$ cat config.mk
export PLATFORM = sky130hd
export DESIGN_NAME = onn_phase_sequencer
export DESIGN_NICKNAME = d
export VERILOG_FILES = /design/src/rtl/onn_phase_sequencer.sv
export SDC_FILE = /design/constraint.sdc
export NUM_CORES = 1
export LEC_CHECK = 0
export CAP_MARGIN = 40
export CORE_UTILIZATION = 45
export DETAILED_ROUTE_END_ITERATION = 10
export PLACE_DENSITY = 0.79
export SYNTH_ARGS = -nofsm -noshare
export SYNTH_HDL_FRONTEND = slang
export SYNTH_SLANG_ARGS = --single-unit
export TNS_END_PERCENT = 30
$ cat constraint.sdc
create_clock -name clk -period 3.6 [get_ports clk]
set_input_delay 0.72 -clock clk [delete_from_list [all_inputs] [get_ports clk]]
set_output_delay 0.72 -clock clk [all_outputs]
set_load 0.005 [all_outputs]
$ cat src/rtl/onn_phase_sequencer.sv
// Run controller for the ONN neuron array: clears and loads the phase registers, steps the
// global phase counter and stops the run once the network settles or the period budget runs out.
module onn_phase_sequencer #(
  parameter int N_NEURONS      = 10,
  parameter int PHASE_W        = 4,
  parameter int STABLE_PERIODS = 3,
  parameter int MAX_PERIODS    = 255,
  parameter int CNT_W          = 8
) (
  input  logic                           clk,
  input  logic                           rst_n,
  input  logic                           start,
  input  logic                           abort,
  input  logic                           cfg_valid,
  output logic                           cfg_ready,
  input  logic [PHASE_W-1:0]             cfg_phase,
  input  logic [N_NEURONS-1:0]           state_changed,
  output logic                           re,
  output logic                           full_tick,
  output logic [N_NEURONS*PHASE_W-1:0]   ini_phase_bus,
  output logic [PHASE_W-1:0]             phase_step,
  output logic                           busy,
  output logic                           done,
  output logic                           converged,
  output logic [CNT_W-1:0]               period_count
);

  localparam int IDX_W = $clog2(N_NEURONS + 1);
  localparam int STB_W = $clog2(STABLE_PERIODS + 1);
  localparam logic [IDX_W-1:0]   LAST_IDX = IDX_W'(N_NEURONS - 1);
  localparam logic [PHASE_W-1:0] STEP_MAX = '1;
  localparam logic [STB_W-1:0]   STB_DONE = STB_W'(STABLE_PERIODS);
  localparam logic [CNT_W-1:0]   CNT_MAX  = CNT_W'(MAX_PERIODS);

  typedef enum logic [2:0] {S_IDLE, S_CLEAR, S_LOAD, S_RUN, S_DONE} state_e;

  state_e            state_q;
  logic [IDX_W-1:0]  idx_q;
  logic [STB_W-1:0]  stable_q;
  logic              chg_q;

  logic              chg_d;
  logic [STB_W-1:0]  stable_d;
  logic [CNT_W-1:0]  period_d;
  logic              boundary;

  // The boundary cycle's own state_changed sample is folded in before deciding stability.
  always_comb begin
    chg_d    = chg_q | (|state_changed);
    boundary = (phase_step == STEP_MAX);
    period_d = period_count + 1'b1;
    stable_d = chg_d ? '0 : stable_q + 1'b1;
  end

  always_ff @(posedge clk or negedge rst_n) begin
    if (!rst_n) begin
      state_q       <= S_IDLE;
      idx_q         <= '0;
      stable_q      <= '0;
      chg_q         <= 1'b0;
      cfg_ready     <= 1'b0;
      re            <= 1'b0;
      full_tick     <= 1'b0;
      ini_phase_bus <= '0;
      phase_step    <= '0;
      busy          <= 1'b0;
      done          <= 1'b0;
      converged     <= 1'b0;
      period_count  <= '0;
    end else if (abort && (state_q != S_IDLE)) begin
      state_q    <= S_IDLE;
      chg_q      <= 1'b0;
      cfg_ready  <= 1'b0;
      re         <= 1'b0;
      full_tick  <= 1'b0;
      phase_step <= '0;
      busy       <= 1'b0;
      done       <= 1'b0;
      converged  <= 1'b0;
    end else begin
      case (state_q)
        S_IDLE: begin
          if (start) begin
            converged    <= 1'b0;
            period_count <= '0;
            re           <= 1'b1;
            busy         <= 1'b1;
            state_q      <= S_CLEAR;
          end
        end
        S_CLEAR: begin
          re            <= 1'b0;
          idx_q         <= '0;
          ini_phase_bus <= '0;
          cfg_ready     <= 1'b1;
          state_q       <= S_LOAD;
        end
        S_LOAD: begin
          if (cfg_valid) begin
            for (int i = 0; i < N_NEURONS; i++) begin
              if (idx_q == IDX_W'(i)) ini_phase_bus[i*PHASE_W +: PHASE_W] <= cfg_phase;
            end
            idx_q <= idx_q + 1'b1;
            if (idx_q == LAST_IDX) begin
              cfg_ready  <= 1'b0;
              full_tick  <= 1'b1;
              phase_step <= '0;
              chg_q      <= 1'b0;
              stable_q   <= '0;
              state_q    <= S_RUN;
            end
          end
        end
        S_RUN: begin
          if (boundary) begin
            period_count <= period_d;
            stable_q     <= stable_d;
            chg_q        <= 1'b0;
            phase_step   <= '0;
            if (stable_d == STB_DONE) begin
              converged <= 1'b1;
              done      <= 1'b1;
              full_tick <= 1'b0;
              state_q   <= S_DONE;
            end else if (period_d == CNT_MAX) begin
              converged <= 1'b0;
              done      <= 1'b1;
              full_tick <= 1'b0;
              state_q   <= S_DONE;
            end
          end else begin
            chg_q      <= chg_d;
            phase_step <= phase_step + 1'b1;
          end
        end
        S_DONE: begin
          done    <= 1'b0;
          busy    <= 1'b0;
          state_q <= S_IDLE;
        end
        default: state_q <= S_IDLE;
      endcase
    end
  end

endmodule

# Word level (Yosys, flattened, before mapping)
# Index checks and enable logic that the tools add are counted.
# word_totals
reg_bits	68
input_bits	19
output_inout_bits	58
wordCells	161
# op_classes
n_addsub	4
eq_ne	34
muxes	64
bitwise	2
reduce_logical	35
# op_table
cell	n
$pmux 40 s2	1
$mux 4	15
$reduce_and 4->1	12
$mux 40	1
$ne 2x2->1 const B	13
$mux 1	22
$mux 3	7
$reduce_bool 3->1	7
$eq 4x3->1 const B	4
$mux 8	2
$pmux 4 s2	2
$pmux 8 s2	1
$reduce_and 5->1	3
$pmux 1 s2	7
$eq 4x4->1 const B	3
$ne 3x3->1 const B	4
$pmux 3 s4	1
$reduce_and 3->1	4
$reduce_or 10->1	1
$add 4x1->4 const B	2
$add 8x1->8 const B	1
$eq 4x2->1 const B	2
$eq 8x8->1 const B	1
$mux 2	4
15 further kinds	19

# Logic depth before layout (Yosys ltp)
# Gate-level depths: netlist of the first run.
# logic_depth
word_depth	8
ltp_mapped	8
ltp_nobuf	7

# Worst setup path after synthesis of the first run
# OpenSTA, ideal clock, no wires.
# synth_timing
kind	input-to-reg
startpoint	input state_changed[1]
endpoint	register state_q[0]
setup_time_ps	126
arrival_ps	1926
required_ps	3474
setup_slack_ps	1547
path_stages	5
n_path_buf	1
path_cell_list	nor4_1 > nand3_1 > or3b_1 > clkbuf_1 > a311o_1
# synth_via
elab_chain_cells	8
word_cells_on_any_way	10
classes_between	eq/ne: 2; mux: 5; bitwise: 1; reduce/logical: 2
# synth_lines
item	line	source
start, declared	17	input logic [N_NEURONS-1:0] state_changed,
$reduce_or 10->1 (*)	49	chg_d = chg_q | (|state_changed);
$or 1x1->1 (*)	49	
$mux 2 (*)	52	stable_d = chg_d ? '0 : stable_q + 1'b1;
$eq 2x2->1 (*)	120	if (stable_d == STB_DONE) begin
$mux 3	120	
$mux 3	115	if (boundary) begin
$pmux 3 s4	81	case (state_q)
$mux 3	70	end else if (abort && (state_q != S_IDLE)) begin
end signal, assigned	71	state_q <= S_IDLE;
end signal, assigned	88	state_q <= S_CLEAR;
end signal, assigned	124	state_q <= S_DONE;
end, declared	37	state_e state_q;
# Mark *: on every way between the ends. The rest lies on a longest branch, timed or not. The select of a mux whose other input is x is not followed.
# A chain may end at the register's enable or synchronous reset.

# Worst setup path in the final report of the first run
# layout_timing
startpoint	input abort
endpoint	register period_count[5]
# layout_via
elab_chain_cells	3
# layout_lines
item	line	source
start, declared	13	input logic abort,
$logic_and 1x1->1	70	
$not 1->1 (no line)	--	
$reduce_and 4->1 (no line)	--	
end signal, assigned	116	period_count <= period_d;
end, declared	25	output logic [CNT_W-1:0] period_count
# Every way passes these cells.

==> metrics.txt, run 1 <==
Post-CTS Hold Buffers 0; met3 usage 0.0289; vias post-DR around 2700; Die Ht approximately 89 µm; All-Layer GR Usage 0.204; min cycle time layout about 2500 ps; port buffer count 76; GRT overflow 0; Async S/R FF share, synth 1.00; Synth Net Count ~340; clock skew 8.88 ps; M1 GR Usage 0.280; Die ar. between 0.007 and 0.008 mm²; most frequent cells in the layout 75 x clkdlybuf4s50_1, 68 x dfrtp_1, 33 x o21ai_0; family with the most delay on the worst path simple AND/OR/NAND/NOR gates; DP HPWL approximately 5400 µm; CP Cell Sequence clkdlybuf4s50_1, and4bb_2, nand2_1, o41ai_1; crit-path max FO 14; CP Data Arrival Time approximately 2700 ps; share of layout cells above drive strength 1 0.173; RSZ-0062 raised after global routing false; area of the multi-input gates roughly 0.0016 mm²; Cells after Synth roughly 310; CTS H-Tree Depth 3; sequential-to-total area share from yosys stat 0.504; Design Power approximately 2.6 mW; met2 Track Usage GR 0.327; post-CTS setup buffers 0; # rows 31; Worst-Skew Late Latency 340 ps; Post-synth EDFFs 0; Reg clk slew, reported paths roughly 70 ps; worst path required time about 3800 ps; DR pass1 iterations 4; gr busiest metal met2; final setup TNS 0 ps; Antenna Nets Post-Route 0; flops & latches, synth between 60 and 70; Initial Util 0.465; P_leak about 1.9 nW; largest net degree at the start of global routing 69; WS Path Type in -> reg; nature of the critical path startpoint input port; Starting DRT DRC Count 117; Final Hold Fails 0; Layout fillers around 600; I/O pin cnt 77; most common cell after layout, fill and taps aside clkdlybuf4s50_1; Final Wtd Congestion 0.884; drt wl/cell 15.7 µm; vias in the first global route roughly 2600; Final setup viols 0; Peak VDD IR around 0.28 mV; Die W roughly 89 µm; crit end category flop; status complete, no violations; routed wire length approximately 7600 µm; first-pass GRT wire length 12200 µm; # clock sinks 68; mapped cell area about 0.0034 mm²; Worst-Margin Slew 840 ps; HP Class reg -> reg; FF+latch area between 0.0015 and 0.002 mm²; Worst path slowest cell clkdlybuf4s50_1; fmax 401 MHz; Remaining DRCs 0; initial antenna violation count 0; Antenna Cells 0; clk root buf clkbuf_8; CP peak stage delay between 600 and 700 ps; TritonCTS buffer count 9; Min Hold Slack ~480 ps; CTS-repair resized insts 0; Core Area about 0.0073 mm²; PD cells roughly 600 mW/mm²; nets@finish around 410; Buf/Inv on CP 1; TritonCTS clock tree done; Layout area overhead 30.1%; Tcrit/Tclk final 0.692; Slew HR 0.440; Netlist cell types 54; Clock Path Buffers 2; Yosys warning total 0; max cap viols 0; ys flop type dfrtp_1; Vias per Instance approximately 5.5; Mapped Avg Cell Area approximately 11 µm²; final number of max-transition violations 0
registers in the layout, indices dropped and copies added (netlist names):
signal	flops
period_count	8
state_q	3
full_tick	1
busy	1
cfg_ready	1
stable_q	2
phase_step	4
re	1
done	1
idx_q	4
chg_q	1
ini_phase_bus	40
converged	1
layer usage:
metal / wire length, µm / vias up
met5: 0 / -
met1: 3530 / 1325
met3: 234 / 14
li1: - / 1263
met2: 3730 / 56
met4: 138 / 0
report_power, final:
group,internal [mW],switching (mW),total [mW]
Sequential,0.908,0.159,1.07
Combinational,0.489,0.398,0.887
Clock,0.320,0.289,0.608
worst min-delay path, delay by kind of cell (launching register included):
| kind | cells | cell delay [ps] |
|---|---|---|
| flops | 1 | 340 |
| compound gates | 1 | 60 |
| simple gates | 1 | 50 |
logic make-up after synthesis:
| group | Yosys count | share of synthesized area |
|---|---|---|
| xor gates and xnor gates | 5 | 0.0130 |
| DFF | 68 | 0.504 |
| AOI/OAI and AO/OA | 74 | 0.149 |
| buffers and inverters | 19 | 0.0237 |
| adders and majority gates | 7 | 0.0260 |
| muxes | 35 | 0.121 |
| and+or+nand+nor | 101 | 0.163 |
cell usage after synthesis (all sizes together), types with 4 or more instances:
library cell / number / area [µm²]
o211ai: 4 / 30.0
mux2: 33 / 387
ha: 7 / 87.6
nand2: 29 / 109
dfrtp: 68 / 1700
nor2: 15 / 63.8
nand3: 14 / 80.1
and2: 4 / 25.0
a21oi: 9 / 63.8
and3: 7 / 45.1
buf: 10 / 46.3
nor2b: 6 / 37.5
clkbuf: 5 / 18.8
inv: 4 / 15.0
o31ai: 5 / 37.5
o21ai: 35 / 175
nor3: 7 / 35.0
path summary, 6_finish.rpt:
check                                       start                end  slack, ps  cells past startpoint
worst max-delay path                        abort    period_count[5]       1110                      4
worst min-delay path            ini_phase_bus[37]  ini_phase_bus[37]        480                      2
worst max register to register         state_q[0]   ini_phase_bus[7]       1270                      4
worst min register to register  ini_phase_bus[37]  ini_phase_bus[37]        480                      2
max in group asynchronous                   rst_n   ini_phase_bus[1]       2480                      2
min in group asynchronous                   rst_n    period_count[1]        570                      2
through the flow:
step	setup WS (ps)	utilization	instance area, µm²	cells
global route	964	0.605	4390	486
finish	1110	0.605	4390	486
global placement	912	0.579	4200	470
detailed placement	780	0.579	4200	470
CTS	1130	0.605	4390	486
floorplan	1550	-	3370	309
final cells by class:
cell class                      count  share of cell area
Inverter                            4             0.00342
Clock inverter                      6              0.0148
Timing Repair Buffer               77               0.174
Sequential cell                    68               0.388
Tap cell                           99              0.0282
Multi-Input combinational cell    222               0.363
Clock buffer                       10              0.0291
Note: power is estimated with default switching activity, not from simulation.
==> run 2: changes to the inputs <==
clock period = 2.5 ns   (was 3.6 ns; I/O delays follow)
==> run 2 against run 1 <==
Count of clock-buffer cells in the layout fell by 1. Cell count rose by 1.4%. Via count rose by 2.0%. Worst hold slack got worse by 320 ps. Largest cell class unchanged. Clock skew rose by 3.8 ps. Clock power rose by 94%. Sequential power rose by 38%. Sequential share of layout area fell by 1.2 points.
==> metrics.txt, run 2 (synthesis results as in run 1) <==
status complete, no violations (unchanged); Tcrit/Tclk final 0.849; max cap viols 0 (unchanged); GRT overflow 0 (unchanged); PD cells 895 mW/mm² (was 584 mW/mm²); clk root buf clkbuf_8 (unchanged); Layout area overhead 34.3% (was 30.1%); fmax ~470 MHz; # rows 31 (unchanged); DR pass1 iterations 4 (unchanged); vias post-DR 2710 (was 2658); nets@finish 416 (was 408); Antenna Cells 0 (unchanged); Clock Path Buffers 2 (unchanged); Sw Ratio 0.306 (was 0.330); routed wire length 7900 µm (was 7630 µm); NetSw 1.24 mW (was 0.846 mW); fin worst setup slack 376 ps (was 1110 ps); WS Path Type reg -> reg (was in -> reg); Core Area 0.00725 mm² (unchanged); DP HPWL 5680 µm (was 5430 µm); Design Power 4.05 mW (was 2.56 mW); most frequent cells in the layout 75 x clkdlybuf4s50_1, 68 x dfrtp_1, 33 x o21ai_0 (unchanged); combinational power share 0.344 (was 0.346); post-CTS setup buffers 0 (unchanged); Slew HR 0.539 (was 0.440); P_leak 1.94 nW (was 1.86 nW); CTS-repair resized insts 0 (unchanged); Die Ht 88.6 µm (unchanged); HP Class in -> async (was reg -> reg); crit end category flop (unchanged); RR Startpoint period_count[0] (was state_q[0]); Reg clk slew, reported paths 80 ps (was 70 ps); final number of max-transition violations 0 (unchanged); All-Layer GR Usage 0.217 (was 0.204); CP Data Arrival Time 2340 ps (was 2700 ps); TritonCTS clock tree done (unchanged); Critical Path Sink state_q[0] (was period_count[5]); Final Wtd Congestion 0.849 (was 0.884); Worst-Margin Slew 684 ps (was 840 ps); CP Cell Sequence ha_1, nand3_2, xnor2_1, nand4_1, or3_4, a311o_1 (was clkdlybuf4s50_1, and4bb_2, nand2_1, o41ai_1); Final setup viols 0 (unchanged); Die ar. 0.00785 mm² (unchanged); CP peak stage delay 470 ps (was 670 ps); first-pass GRT wire length 12900 µm (was 12200 µm); largest net degree at the start of global routing 45 (was 69); Die W 88.6 µm (unchanged); Vias per Instance 5.50 (was 5.47); Remaining DRCs 0 (unchanged); worst path required time 2720 ps (was 3810 ps); Final Hold Fails 0 (unchanged); drt wl/cell 16.0 µm (was 15.7 µm); crit-path max FO 7 (was 14); Post-CTS Hold Buffers 0 (unchanged); Pint 2.81 mW (was 1.72 mW); Peak VDD IR 0.376 mV (was 0.284 mV); sequential share of power 0.365 (was 0.417); TritonCTS buffer count 9 (unchanged); Register-to-Register Path Depth 6 (was 4); Starting DRT DRC Count 144 (was 117); initial antenna violation count 0 (unchanged); CP startpoint period_count[0] (was abort); vias in the first global route 2668 (was 2569); Worst path slowest cell dfrtp_1 (was clkdlybuf4s50_1); clock skew 12.7 ps (was 8.88 ps); Worst-Skew Late Latency 340 ps (about the same); Antenna Nets Post-Route 0 (unchanged); nature of the critical path startpoint flop (was input port); share of layout cells above drive strength 1 0.190 (was 0.173); R2R setup slack 380 ps (was 1270 ps); most common cell after layout, fill and taps aside clkdlybuf4s50_1 (unchanged); port buffer count 76 (unchanged); CTS H-Tree Depth 3 (unchanged); RSZ-0062 raised after global routing false (unchanged); terminus of the critical flop-to-flop path state_q[0] (was ini_phase_bus[7]); min cycle time layout around 2100 ps; fin util 0.625 (was 0.605); final setup TNS 0 ps (unchanged); Clk pwr share 0.291 (was 0.237); Initial Util 0.465 (unchanged); # clock sinks 68 (unchanged); max FFs per register 40 (unchanged); Biggest register ini_phase_bus (unchanged); I/O pin cnt 77 (unchanged); DP Worst Slack 146 ps (was 780 ps); Regs by FF count ini_phase_bus (40), period_count (8) (unchanged)
## run 2: cell count changes in the layout (fill, tap and decap cells not counted), sizes merged
cell / delta
buf: +8
bufinv: +3
clkinv: -2
clkbuf: -1
clkinvlp: -1
## run 2: routing by layer
metal,vias to the layer above,wire length [µm],GRT usage,part of all wire
met4,0,112,0.0909,0.014
met1,1362,3570,0.289,0.45
met2,47,4020,0.360,0.51
met5,-,0,0,0
li1,1293,-,-,-
met3,8,192,0.0271,0.024
## run 2: worst min path at each step
stage / from / endpoint / slack [ps]
after floorplan: rst_n / busy / 200
after global placement: ini_phase_bus[39] / ini_phase_bus[39] / 470
after detailed placement: ini_phase_bus[37] / ini_phase_bus[37] / 470
after CTS: rst_n / period_count[1] / 160
after global routing: rst_n / period_count[2] / 200
final: rst_n / period_count[1] / 150
## run 2: power by group through the flow
stage	registers [mW]	logic, mW	clock network (mW)
6_report	1.48	1.39	1.18
3_3_place_gp	1.49	1.35	0
2_1_floorplan	1.46	0.813	0
4_1_cts	1.48	1.39	1.20
5_1_grt	1.51	1.53	1.24
3_5_place_dp	1.50	1.38	0
## run 2: worst max-delay path: cells and delay by family (launching register included)
family	cells	cell delay, ps
xor gates and xnor gates	1	160
AOI/OAI and AO/OA	1	360
adders and majority gates	1	310
and+or+nand+nor	3	700
DFF	1	470
## run 2: area by class of cell
type | count | area (µm²)
clock buffers | 9 | 124
inverters | 4 | 15.0
flip-flops and latches | 68 | 1700
fillers | 603 | 2720
multi-input cells | 222 | 1590
clock inverters | 6 | 138
well taps | 99 | 124
repair buffers | 85 | 836
## run 2: per-stage QoR
stage | area (µm²) | hold slack [ps] | instances
floorplan | 3370 | 204 | 309
global placement | 4270 | 467 | 478
detailed placement | 4270 | 473 | 478
CTS | 4530 | 162 | 493
global route | 4530 | 198 | 493
finish | 4530 | 155 | 493
==> run 3: changes to the inputs <==
clock period = 2.09 ns   (was 2.5 ns; I/O delays follow)
==> run 3 against run 2 <==
Register-to-register slack got worse by 330 ps. Sequential share of layout area fell by 0.96 points. Worst hold slack got worse by 58 ps. Sequential cell count did not move. Power rose by 21%. First-iteration DRC count fell by 6.9%. Maximum frequency rose by 3.7%. Die area did not move. Clock skew fell by 5.3 ps. Combinational power rose by 24%. Critical path type unchanged. Critical endpoint unchanged. Largest cell class unchanged. Highest routed layer unchanged.
==> metrics.txt, run 3 (synthesis results as in run 1) <==
Core Area 0.00725 mm² (unchanged); Worst-Margin Slew 515 ps (was 684 ps); first-pass GRT wire length 13100 µm (was 12900 µm); I/O pin cnt 77 (unchanged); max cap viols 0 (unchanged); Register-to-Register Path Depth 6 (unchanged); final setup TNS 0 ps (unchanged); Initial Util 0.465 (unchanged); P_leak 2.01 nW (was 1.94 nW); # rows 31 (unchanged); CTS-repair resized insts 0 (unchanged); Post-CTS Hold Buffers 0 (unchanged); Die Ht 88.6 µm (unchanged); HP Class in -> async (unchanged); most frequent cells in the layout 75 x clkdlybuf4s50_1, 67 x dfrtp_1, 32 x o21ai_0 (was 75 x clkdlybuf4s50_1, 68 x dfrtp_1, 33 x o21ai_0); TritonCTS clock tree done (unchanged); nature of the critical path startpoint flop (unchanged); port buffer count 76 (unchanged); post-CTS setup buffers 0 (unchanged); Slew HR 0.653 (was 0.539); # clock sinks 68 (unchanged); crit end category flop (unchanged); vias in the first global route 2734 (was 2668); Antenna Nets Post-Route 0 (unchanged); drt wl/cell 16.0 µm (about the same); min cycle time layout 2050 ps (was 2120 ps); Antenna Cells 0 (unchanged); most common cell after layout, fill and taps aside clkdlybuf4s50_1 (unchanged); Regs by FF count ini_phase_bus (40), period_count (8) (unchanged); Layout area overhead 37.9% (was 34.3%); Final Wtd Congestion 0.812 (was 0.849); All-Layer GR Usage 0.220 (was 0.217); RR Startpoint period_count[0] (unchanged); TritonCTS buffer count 9 (unchanged); PD cells 1050 mW/mm² (was 895 mW/mm²); Starting DRT DRC Count 134 (was 144); clock skew 7.43 ps (was 12.7 ps); max FFs per register 40 (unchanged); clk root buf clkbuf_8 (unchanged); Remaining DRCs 0 (unchanged); Reg clk slew, reported paths 70 ps (was 80 ps); fin util 0.642 (was 0.625); CP Data Arrival Time 2260 ps (was 2340 ps); Die W 88.6 µm (unchanged); initial antenna violation count 0 (unchanged); DR pass1 iterations 5 (was 4); status complete, no violations (unchanged); Worst-Skew Late Latency 330 ps (was 340 ps); final number of max-transition violations 0 (unchanged); vias post-DR 2728 (was 2710); terminus of the critical flop-to-flop path state_q[0] (unchanged); DP HPWL 5770 µm (was 5680 µm); worst path required time 2300 ps (was 2720 ps); R2R setup slack 40 ps (was 380 ps); share of layout cells above drive strength 1 0.227 (was 0.190); WS Path Type reg -> reg (unchanged); Final Hold Fails 0 (unchanged); Clock Path Buffers 2 (unchanged); GRT overflow 0 (unchanged); CTS H-Tree Depth 3 (unchanged); Vias per Instance 5.36 (was 5.50); crit-path max FO 6 (was 7); Buf/Inv on CP 0 (unchanged); Biggest register ini_phase_bus (unchanged); largest net degree at the start of global routing 69 (was 45); Tcrit/Tclk final 0.980 (was 0.849); nets@finish 432 (was 416); Final setup viols 0 (unchanged); fmax 488 MHz (was 471 MHz); Die ar. 0.00785 mm² (unchanged); family with the most delay on the worst path simple AND/OR/NAND/NOR gates (unchanged); routed wire length 8130 µm (was 7900 µm); CP peak stage delay 430 ps (was 470 ps); CP Cell Sequence ha_2, nand3_2, xnor2_1, nand4_1, or3_4, a311o_1 (was ha_1, nand3_2, xnor2_1, nand4_1, or3_4, a311o_1); Worst path slowest cell or3_4 (was dfrtp_1); Peak VDD IR 0.594 mV (was 0.376 mV)
==> run 3: where the power goes <==
group,internal (mW),switching (mW)
combinational,0.921,0.797
clock,0.911,0.505
sequential,1.57,0.203
total,3.40,1.51
==> run 3: routing by layer <==
layer | track usage | part of all wire | up-vias
met5 | 0 | 0 | -
met4 | 0.0880 | 0.015 | 0
met3 | 0.0345 | 0.031 | 11
met2 | 0.351 | 0.49 | 61
met1 | 0.302 | 0.47 | 1338
li1 | - | - | 1318
==> run 3: stage by stage <==
step	instance area [µm²]	power (mW)	cells	hold slack, ps	setup slack, ps
2_1_floorplan	3370	2.72	309	122	150
3_3_place_gp	4390	3.43	494	462	-115
3_5_place_dp	4390	3.50	494	470	-145
4_1_cts	4650	4.92	509	108	88.6
5_1_grt	4650	5.18	509	123	-28.8
6_report	4650	4.91	509	97.0	42.7
==> run 3: area by class of cell <==
cell class	instances	area, µm²
fill	571	2600
sequential	68	1700
multi-input combinational	222	1600
timing repair buffer	101	956
clock inverter	6	136
clock buffer	9	124
tap	99	124
inverter	4	15.0
==> run 3: how the worst max path moves through the flow <==
stage | start | depth (start not counted) | slack, ps | endpoint
6_report | period_count[0] | 6 | 40 | state_q[0]
5_1_grt | period_count[0] | 6 | -30 | state_q[0]
4_1_cts | period_count[0] | 6 | 90 | state_q[0]
3_5_place_dp | cfg_valid | 5 | -150 | ini_phase_bus[28]
3_3_place_gp | cfg_valid | 5 | -110 | ini_phase_bus[31]
2_1_floorplan | period_count[0] | 6 | 150 | state_q[0]
